==> src/rtl/traffic_light_param.sv <==
// Two-road traffic light controller with programmable phase durations and latched requests.
// Optional pedestrian walk window enabled by defining TL_PED_EN.
module traffic_light_param #(
  parameter int TW              = 8,
  parameter int HWY_MIN_GREEN   = 10,
  parameter int YELLOW_TIME     = 3,
  parameter int ALL_RED_TIME    = 2,
  parameter int CNTRY_MIN_GREEN = 2,
  parameter int CNTRY_MAX_GREEN = 8,
  parameter int PED_WALK_TIME   = 6
) (
  input  logic       clk,
  input  logic       reset,
  input  logic       sensor,
  output logic [1:0] hwy,
  output logic [1:0] cntry,
  output logic [2:0] phase
`ifdef TL_PED_EN
  ,
  input  logic       ped_btn,
  output logic       walk
`endif
);

  // state        | meaning
  // HWY_GREEN    | highway green, waits for min green and a request
  // HWY_YELLOW   | highway yellow
  // ALL_RED_A    | clearance before country green
  // CNTRY_GREEN  | country green, bounded by min/max
  // CNTRY_YELLOW | country yellow
  // ALL_RED_B    | clearance before highway green
  typedef enum logic [2:0] {
    HWY_GREEN    = 3'd0,
    HWY_YELLOW   = 3'd1,
    ALL_RED_A    = 3'd2,
    CNTRY_GREEN  = 3'd3,
    CNTRY_YELLOW = 3'd4,
    ALL_RED_B    = 3'd5
  } state_t;

  localparam logic [1:0] RED    = 2'b00;
  localparam logic [1:0] YELLOW = 2'b01;
  localparam logic [1:0] GREEN  = 2'b10;

  localparam int TMAX = (1 << TW) - 1;

  generate
    if (TW < 1 || TW > 30) begin : g_bad_tw
      $error("traffic_light_param: TW out of range");
    end
    if (HWY_MIN_GREEN < 1 || HWY_MIN_GREEN > TMAX) begin : g_bad_hmg
      $error("traffic_light_param: HWY_MIN_GREEN out of range");
    end
    if (YELLOW_TIME < 1 || YELLOW_TIME > TMAX) begin : g_bad_yt
      $error("traffic_light_param: YELLOW_TIME out of range");
    end
    if (ALL_RED_TIME < 1 || ALL_RED_TIME > TMAX) begin : g_bad_art
      $error("traffic_light_param: ALL_RED_TIME out of range");
    end
    if (CNTRY_MIN_GREEN < 1 || CNTRY_MIN_GREEN > TMAX) begin : g_bad_cmin
      $error("traffic_light_param: CNTRY_MIN_GREEN out of range");
    end
    if (CNTRY_MAX_GREEN < 1 || CNTRY_MAX_GREEN > TMAX) begin : g_bad_cmax
      $error("traffic_light_param: CNTRY_MAX_GREEN out of range");
    end
    if (CNTRY_MIN_GREEN > CNTRY_MAX_GREEN) begin : g_bad_cord
      $error("traffic_light_param: CNTRY_MIN_GREEN exceeds CNTRY_MAX_GREEN");
    end
    if (PED_WALK_TIME < 1 || PED_WALK_TIME > TMAX) begin : g_bad_pw
      $error("traffic_light_param: PED_WALK_TIME out of range");
    end
  endgenerate

  // Last timer value of each phase: a D-cycle phase leaves when timer == D-1.
  localparam logic [TW-1:0] HG_LAST   = TW'(HWY_MIN_GREEN - 1);
  localparam logic [TW-1:0] Y_LAST    = TW'(YELLOW_TIME - 1);
  localparam logic [TW-1:0] AR_LAST   = TW'(ALL_RED_TIME - 1);
  localparam logic [TW-1:0] CMIN_LAST = TW'(CNTRY_MIN_GREEN - 1);
  localparam logic [TW-1:0] CMAX_LAST = TW'(CNTRY_MAX_GREEN - 1);
`ifdef TL_PED_EN
  localparam logic [TW-1:0] PW_LAST   = TW'(PED_WALK_TIME - 1);
`endif

  state_t        state;
  logic [TW-1:0] timer;
  logic          req;
  logic          req_window;
  logic          any_req;
  logic          hg_go;
  logic          cg_early;
  logic          cg_go;
`ifdef TL_PED_EN
  logic          ped_req;
  logic          walk_on;
`endif

  always_comb begin
    req_window = (state == HWY_GREEN) || (state == HWY_YELLOW) || (state == ALL_RED_B);
    any_req    = req | sensor;
`ifdef TL_PED_EN
    any_req    = any_req | ped_req | ped_btn;
`endif
    hg_go      = (timer >= HG_LAST) && any_req;
    cg_early   = !sensor && (timer >= CMIN_LAST);
`ifdef TL_PED_EN
    // An open walk window holds the country green until the walk time is served.
    if (walk_on && (timer < PW_LAST)) cg_early = 1'b0;
`endif
    cg_go      = (timer >= CMAX_LAST) || cg_early;
  end

  always_ff @(posedge clk) begin
    if (!reset) begin
      state   <= HWY_GREEN;
      timer   <= '0;
      req     <= 1'b0;
`ifdef TL_PED_EN
      ped_req <= 1'b0;
      walk_on <= 1'b0;
`endif
    end else begin
      timer <= (timer == '1) ? timer : timer + 1'b1;
      if (req_window && sensor) req <= 1'b1;
`ifdef TL_PED_EN
      if (req_window && ped_btn) ped_req <= 1'b1;
`endif
      case (state)
        HWY_GREEN: begin
          if (hg_go) begin
            state <= HWY_YELLOW;
            timer <= '0;
          end
        end
        HWY_YELLOW: begin
          if (timer >= Y_LAST) begin
            state <= ALL_RED_A;
            timer <= '0;
          end
        end
        ALL_RED_A: begin
          if (timer >= AR_LAST) begin
            state   <= CNTRY_GREEN;
            timer   <= '0;
            req     <= 1'b0;
`ifdef TL_PED_EN
            ped_req <= 1'b0;
            walk_on <= ped_req;
`endif
          end
        end
        CNTRY_GREEN: begin
`ifdef TL_PED_EN
          if (walk_on && (timer >= PW_LAST)) walk_on <= 1'b0;
`endif
          if (cg_go) begin
            state   <= CNTRY_YELLOW;
            timer   <= '0;
`ifdef TL_PED_EN
            walk_on <= 1'b0;
`endif
          end
        end
        CNTRY_YELLOW: begin
          if (timer >= Y_LAST) begin
            state <= ALL_RED_B;
            timer <= '0;
          end
        end
        ALL_RED_B: begin
          if (timer >= AR_LAST) begin
            state <= HWY_GREEN;
            timer <= '0;
          end
        end
        default: begin
          state <= HWY_GREEN;
          timer <= '0;
        end
      endcase
    end
  end

  always_comb begin
    hwy   = RED;
    cntry = RED;
    phase = state;
    case (state)
      HWY_GREEN:    hwy   = GREEN;
      HWY_YELLOW:   hwy   = YELLOW;
      CNTRY_GREEN:  cntry = GREEN;
      CNTRY_YELLOW: cntry = YELLOW;
      default: ;
    endcase
  end

`ifdef TL_PED_EN
  assign walk = walk_on;
`endif

endmodule

==> config.mk <==
export PLATFORM = sky130hd
export DESIGN_NAME = traffic_light_param
export DESIGN_NICKNAME = d
export VERILOG_FILES = /design/src/rtl/traffic_light_param.sv
export SDC_FILE = /design/constraint.sdc
export NUM_CORES = 1
export LEC_CHECK = 0
export BUFFER_PORTS_ARGS = -buffer_cell sky130_fd_sc_hd__buf_2
export CORE_MARGIN = 3
export CORE_UTILIZATION = 49
export CTS_CLUSTER_SIZE = 28
export DETAILED_ROUTE_END_ITERATION = 8
export PLACE_DENSITY = 0.71
export SYNTH_ARGS = -nofsm -noshare
export SYNTH_HDL_FRONTEND = slang
export SYNTH_SLANG_ARGS = --single-unit
==> constraint.sdc <==
create_clock -name clk -period 1.85 [get_ports clk]
set_input_delay 0.37 -clock clk [delete_from_list [all_inputs] [get_ports clk]]
set_output_delay 0.37 -clock clk [all_outputs]
set_load 0.1 [all_outputs]
**Word level (Yosys, flattened, before mapping)**

Cells that the tools add are included.

- Bits in registers: 12
- Input port bits: 3
- Logic and storage cells: 50
- Output and inout bits: 7

- Mux-type cells: 18
- Add/sub/neg operators: 1
- Bitwise logic cells: 1
- $lt $le $gt $ge: 4
- Equality and inequality tests: 12
- Reduce and logical (&&, ||, !) cells: 11

Operators with widths:

| operator | number |
|---|---|
| 2-to-1 mux 8 bit | 5 |
| case mux 8 bit (4 select lines) | 1 |
| 2-to-1 mux 3 bit | 6 |
| case mux 3 bit (6 select lines) | 1 |
| adder 8 x 1 -> 8 bit, second input constant | 1 |
| == test 8 bit, second input constant | 1 |
| >= comparator 8 x 1 -> 1 bit, second input constant | 1 |
| >= comparator 8 x 2 -> 1 bit, second input constant | 1 |
| >= comparator 8 x 3 -> 1 bit, second input constant | 1 |
| >= comparator 8 x 4 -> 1 bit, second input constant | 1 |
| != test 2 bit, second input constant | 4 |
| case mux 2 bit (2 select lines) | 2 |
| == test 3 x 2 -> 1 bit, second input constant | 2 |
| == test 3 bit, second input constant | 2 |
| AND reduction 6 bit | 1 |
| != test 2 x 1 -> 1 bit, second input constant | 2 |
| OR reduction 2 bit | 2 |
| == test 3 x 1 -> 1 bit, second input constant | 1 |
| logical AND 1 bit | 3 |
| zero test 3 bit | 1 |
| logical OR 1 bit | 3 |
| 2-to-1 mux 1 bit | 3 |
| zero test 1 bit | 1 |
| bitwise OR 1 bit | 1 |

**Longest topological paths before layout**

Gate-level depths: netlist of run 1.

- Depth after elaboration: 7
- Gate-level depth with buffers: 7

**Worst setup path after synthesis of run 1**

Ideal clock, no wire load.

- Kind: register to register
- Start: register state[2] (netlist: phase[2])
- End: register state[2] (netlist: phase[2])
- Arrival time: 3.899 ns
- Library setup time: 0.079 ns
- Clock period less this slack: 3.978 ns
- Buffers on the path: 1
- Stages on the path, launching flop included: 6
- Setup slack: -2.128 ns
- Cell sequence: dfxtp_1 > buf_2 > inv_1 > nor3_1 > o21ai_0 > mux2i_1

- Longest elaborated chain between the ends: 3
- Elaborated cells on any way between the ends: 14

Ends and longest elaborated chain:

| item | RTL line | source |
|---|---|---|
| start, declared | 84 | `state_t state;` |
| start signal, assigned | 114 | `state <= HWY_GREEN;` |
| start signal, assigned | 130 | `state <= HWY_YELLOW;` |
| start signal, assigned | 136 | `state <= ALL_RED_A;` |
| == test 3 bit, or another cell as far along | 127 | `case (state)` |
| != test 2 bit (no line) / != test 2 x 1 -> 1 bit (equally long branches) | n/a |  |
| AND reduction 6 bit (no line) | n/a |  |

Several ways; a longest one is shown, not always the timed one.
A chain may end at the register's enable or synchronous reset.

**Final worst setup path of run 1**

- Start: register state[2] (netlist: phase[2])
- End: output cntry[1]

- Longest elaborated chain between the ends: 2
- Elaborated cells on any way between the ends: 3

Ends and longest elaborated chain:

| item | RTL line | source |
|---|---|---|
| == test 3 bit / == test 3 x 2 -> 1 bit (equally long branches) | 187 | `case (state)` |
| case mux 2 bit (2 select lines) * | 187 |  |
| end, declared | 16 | `output logic [1:0] cntry,` |

Every way passes the cells marked *; elsewhere a longest branch is shown, timed or not.

==> reports/metrics.cfg, run 1 <==
[outcome]
status = finished clean

[floorplan]
die-height_um = 45.8
core_um2 = 1400
dieWidth_um = 45.8
initial_utilization_pct = 55.5
die_area_um2 = 2100
rows = 13
io_pins = 10

[power]
p_leak_nw = 0.371
ir_worst_vdd_mv = 0.483
p_switching_uw = 150
internal-power_uw = 384
p_per_area_nw_per_um2 = 543
pwr-share-comb_pct = 16.3
sequentialPowerShare_pct = 51.3
switching_share_pct = 28.1
clockPowerShare_pct = 32.3

[final_layout]
fin_nets = 114
design_area_um2 = 982
n_fill_cell = 106
n_antenna_cell = 0
area_growth_pct = 26.6
drive_gt1_share_pct = 41.5

[sta]
slew_headroom_pct = 67.8
fin_skew_ns = 0.00947
setup_violations = 0
max_freq_ghz = 0.555
maxSlewViolCount = 0
timing.hold.ws_ns = 0.395
finalSetupTns_ns = 0
hold_viol_final = 0
finalCritPeriodShare_pct = 97.5
min_period_ns = 1.80
tightestPinTransition_ns = 0.486

[worst_setup_path]
criticalPathCategory = reg -> out
path_cells = and3b_4 > buf_2
crit_family = buffers and inverters
cpPeakStageDelay_ns = 0.43
arrival_ns = 1.43
cp_slowest_cell = buf_2
required_ns = 1.48
critPathLaunchType = flip-flop
crit_buf_inv = 1
crit_path_end_kind = output pin
worstPathMaxFanout = 10

[synth]
ys_seq_area_share_pct = 31.0
synth_cells = 93
synth-async-reset-ratio_pct = 0
yosysMostFrequentCell = nor2_1
synth-warning-count = 0
synth_top_family_by_area = simple AND/OR/NAND/NOR gates
synth_enable_flop_cells = 0
synthMuxAreaShare_pct = 1.29
ys.flop_type = dfxtp_1
yosysTopAreaCellShare_pct = 31.0
yosys.area_share.simple_pct = 30.2
synth_area_um2 = 776
syn_nets = 100
yosys-top-cells-count = 13 x nor2_1, 12 x dfxtp_1, 8 x o21ai_0, 5 x inv_1, 5 x nand2_1
synth-compound-area-share_pct = 20.5
ys_seq_elements = 12
synth_area_leaders = dfxtp_1 31%, ha_1 6.5%, nor2_1 6.3%, o21ai_0 5.2%, xor2_1 3.4%
synth_fa_ha_area_share_pct = 6.45
synth_xor_area_share_pct = 5.65
ys_types = 35
avgSynthCellArea_um2 = 8.34
yosysTopAreaCell = dfxtp_1

[route]
wirelength_um = 1890
first_pass_iters = 4
dr.first_iter.drc_count = 32
viasPerCell = 6.12
drc = 0
drt.antenna.violating_nets = 0
wire_per_inst_um = 15.6
num_vias = 740

[global_routing]
gr-total-overflow = 0
grt_pass1_wl_um = 3360
track_usage_pct = 21.7
antenna_found_initial = 0
grt_start_max_net_pins = 15
grt_pass1_vias = 714

[clock_tree]
cts_buffers = 3
htreeDepth = 1
cts_setup_buffers = 0
insertion_delay_ns = 0.27
clk_pin_slew_ns = 0.08
max-clock-path-buffers = 2
clock_sinks = 12
cts_root_buf = clkbuf_4
postCtsHoldBufs = 0
cts_tree = built

[placement]
port_buffers = 9
post-dp-hpwl_um = 1350
place_area_um2 = 922
gp_congestion = 0.782

[job]
drv_cap = 0

[worst_hold_path]
hp-class = in -> reg

-- placed cells by master, fill, tap and decap left out, types with 4 or more instances in the layout --
| cell | netlist | layout |
|---|---|---|
| nand3_1 | 4 | 4 |
| dfxtp_1 | 12 | 7 |
| buf_4 | 0 | 4 |
| o21ai_0 | 8 | 7 |
| nor2_1 | 13 | 8 |
| buf_2 | 4 | 8 |
| ha_1 | 4 | 4 |
| nand2_1 | 5 | 5 |
| nor2_2 | 0 | 5 |
| dfxtp_4 | 0 | 5 |
-- worst min-delay path, cell delays in order --
cell and delay [ns]:
buf_2 0.14, nand2_1 0.07, mux2i_1 0.05
-- logic make-up (layout without fill, tap and decap cells) --
kind of cell             Yosys count  count (layout)
AND/OR/NAND/NOR                   40              40
flip-flops                        12              12
multiplexers                       1               1
adder cells (fa/ha/maj)            4               4
buffers and inverters              9              22
XOR/XNOR                           5               5
AO/OA/AOI/OAI                     22              22
-- state kept, by name, indices dropped and copies added, names as in the netlist --
name and cells:
timer 8, phase 3, req 1
-- worst paths after layout --
kind / from / to / slack (ns) / depth (start not counted)
max reg2reg: timer[6] / timer[5] / 0.08 / 5
max: phase[2] / cntry[1] / 0.05 / 2
min: reset / phase[2] / 0.40 / 3
min reg2reg: timer[1] / timer[1] / 0.51 / 2
-- layer usage --
metal | track usage [%] | wire length [µm]
met5 | 0 | 0
met4 | 6.25 | 34
met3 | 3.95 | 114
met2 | 31.5 | 861
met1 | 32.2 | 874
-- final cells by class --
cell class	instances	area, µm²	area share (%)
inverters	5	25.0	2.55
repair buffers	13	90.1	9.17
multi-input cells	72	563	57.3
clock buffers	4	26.3	2.68
flip-flops and latches	12	259	26.4
well taps	15	18.8	1.91
-- through the flow --
step	utilization [%]	setup slack, ns	power [mW]	std cells
after floorplan	-	-0.0737	0.334	93
after global placement	65.9	0.0279	0.359	118
after detailed placement	65.9	-0.00219	0.360	118
after CTS	67.9	0.00389	0.531	122
after global routing	70.2	-0.0530	0.562	121
final	70.2	0.0471	0.533	121
-- power groups by stage --
stage,sequential (mW),combinational [mW],clock (mW)
6_report,0.274,0.0870,0.172
5_1_grt,0.276,0.0954,0.191
4_1_cts,0.273,0.0817,0.176
3_5_place_dp,0.279,0.0808,0
3_3_place_gp,0.278,0.0808,0
2_1_floorplan,0.275,0.0590,0
-- what timing repair did --
action                     4_1_cts  5_1_grt
cloned                           0        0
pin swaps                        0        4
gates resized for setup          1       14
setup endpoints to repair        2       12
No activity file was read; power rests on OpenSTA's default activity.
==> inputs of run 2 (changes only) <==
PLACE_DENSITY = 0.72   (was 0.71)
==> reports/metrics.cfg, run 2 (synthesized netlist as in run 1, its figures left out) <==
[outcome]
status = finished clean

[power]
p_per_area_nw_per_um2 = 595  ; +9.6%
power_uw = 584  ; +9.6%
ir_worst_vdd_mv = 0.468  ; -3.3%
p_leak_nw = 0.383  ; +3.2%

[sta]
worst_slack_ns = 0.0421  ; -0.00503 ns
max_freq_ghz = 0.553  ; -0.28%
finalSetupTns_ns = 0  ; unchanged
fin_skew_ns = 0.00273  ; -0.00674 ns
setup_violations = 0  ; unchanged
tightestPinTransition_ns = 0.486  ; -0.000647 ns
maxSlewViolCount = 0  ; unchanged
slew_headroom_pct = 67.8  ; about the same
timing.hold.ws_ns = 0.391  ; -0.00438 ns
min_period_ns = 1.81  ; +0.00503 ns
hold_viol_final = 0  ; unchanged
finalCritPeriodShare_pct = 97.7  ; +0.27 points

[placement]
post-dp-hpwl_um = 1310  ; -2.8%
gp_congestion = 0.815  ; +4.2%
port_buffers = 9  ; unchanged
place_ws_ns = -0.0243  ; -0.0221 ns
dp.cells = 117  ; -0.85%

[clock_tree]
insertion_delay_ns = 0.27  ; about the same
postCtsHoldBufs = 0  ; unchanged
max-clock-path-buffers = 2  ; unchanged
cts_tree = built
cts_buffers = 3  ; unchanged
clk_pin_slew_ns = 0.08  ; about the same
cts_root_buf = clkbuf_4
htreeDepth = 1  ; unchanged
cts_setup_buffers = 0  ; unchanged
clock_sinks = 12  ; unchanged

[route]
dr.first_iter.drc_count = 29  ; -9.4%
drc = 0  ; unchanged
viasPerCell = 6.26  ; +2.4%
wirelength_um = 1970  ; +4.6%
first_pass_iters = 4  ; unchanged
wire_per_inst_um = 16.3  ; +4.6%
num_vias = 758  ; +2.4%
drt.antenna.violating_nets = 0  ; unchanged

[worst_setup_path]
criticalPathCategory = reg -> out
cpPeakStageDelay_ns = 0.46  ; +0.03 ns
crit_buf_inv = 2  ; +1
worstPathMaxFanout = 14  ; +4
arrival_ns = 1.44  ; about the same
cp_slowest_cell = or3_1
critPathLaunchType = flip-flop
rr_startpoint = timer[6]
crit_path_end_kind = output pin
reg2reg_depth = 5  ; unchanged
crit_family = simple AND/OR/NAND/NOR gates
rr_endpoint = timer[6]
path_cells = or3_1 > clkinvlp_4 > buf_12
required_ns = 1.48  ; about the same
r2r_setup_slack_ns = 0.07  ; about the same

[global_routing]
antenna_found_initial = 0  ; unchanged
grt_pass1_vias = 683  ; -4.3%
grt_pass1_wl_um = 3060  ; -8.8%
gr-total-overflow = 0  ; unchanged
grt_start_max_net_pins = 15  ; unchanged
track_usage_pct = 20.0  ; -1.7 points

[final_layout]
fin_cells = 121  ; unchanged
mostFrequentLayoutCell = nor2_1
fin_nets = 114  ; unchanged
final_cell_mix = 11 x nor2_1, 8 x buf_2, 7 x o21ai_0, 7 x dfxtp_1
largest_reg_flops = 8  ; unchanged
n_antenna_cell = 0  ; unchanged
drive_gt1_share_pct = 40.6  ; -0.94 points
area_growth_pct = 26.6  ; unchanged
regMostFlops = timer

[floorplan]
core_um2 = 1400  ; unchanged
initial_utilization_pct = 55.5  ; unchanged
rows = 13  ; unchanged
die_area_um2 = 2100  ; unchanged
io_pins = 10  ; unchanged
dieWidth_um = 45.8  ; unchanged
die-height_um = 45.8  ; unchanged

[worst_hold_path]
hp-class = in -> reg
hold_start = reset
whs_endpoint = req
min_path_cells = 3  ; unchanged

[job]
drv_cap = 0  ; unchanged

[run 2: changes by cell type in the layout (fill, tap and decap cells not counted), moves of 2 or more]
cell and change:
nor2_1 +3, nor2_2 -3, ha_1 -2, ha_2 +2
[run 2: tightest hold or removal path, cell delays in order]
cell     delay (ns)
buf_2          0.14
o21ai_0        0.08
a21oi_1        0.04
[run 2: through the flow]
stage	cell area, µm²	util (%)
after floorplan	832	-
after global placement	915	65.4
after detailed placement	915	65.4
after CTS	960	68.6
after global routing	982	70.2
final	982	70.2
[run 2: timing repair]
action	CTS	global route
gates resized for setup	4	10
setup endpoints to repair	11	11
pin swaps	1	5
[run 2: worst max path at each step]
| stage | end | cells after the start | slack [ns] | start |
|---|---|---|---|---|
| 2_1_floorplan | cntry[0] | 3 | -0.07 | phase[2] |
| 3_3_place_gp | phase[0] | 7 | 0.02 | timer[1] |
| 3_5_place_dp | timer[6] | 7 | -0.02 | timer[1] |
| 4_1_cts | timer[1] | 7 | 0.01 | timer[1] |
| 5_1_grt | phase[1] | 8 | -0.04 | timer[0] |
| 6_report | hwy[1] | 3 | 0.04 | phase[0] |
[run 2: cell type report]
cell class,instances,area [µm²]
clock buffer,4,36.3
fill,114,417
inverter,5,25.0
multi-input combinational,72,553
sequential,12,259
tap,15,18.8
timing repair buffer,13,90.1
[run 2: power by group]
| group | leakage, nW | switching [mW] | internal (mW) |
|---|---|---|---|
| Clock | 0.0210 | 0.0932 | 0.120 |
| Sequential | 0.101 | 0.0124 | 0.262 |
| Combinational | 0.260 | 0.0524 | 0.0446 |
| Total | 0.383 | 0.158 | 0.426 |
[run 2: per-layer routing]
layer / track usage, % / up-vias / part of all wire [%]
li1: - / 364 / -
met4: 6.82 / 0 / 1.5
met2: 29.2 / 25 / 46
met5: 0 / - / 0
met3: 3.56 / 4 / 5.0
met1: 29.2 / 365 / 47
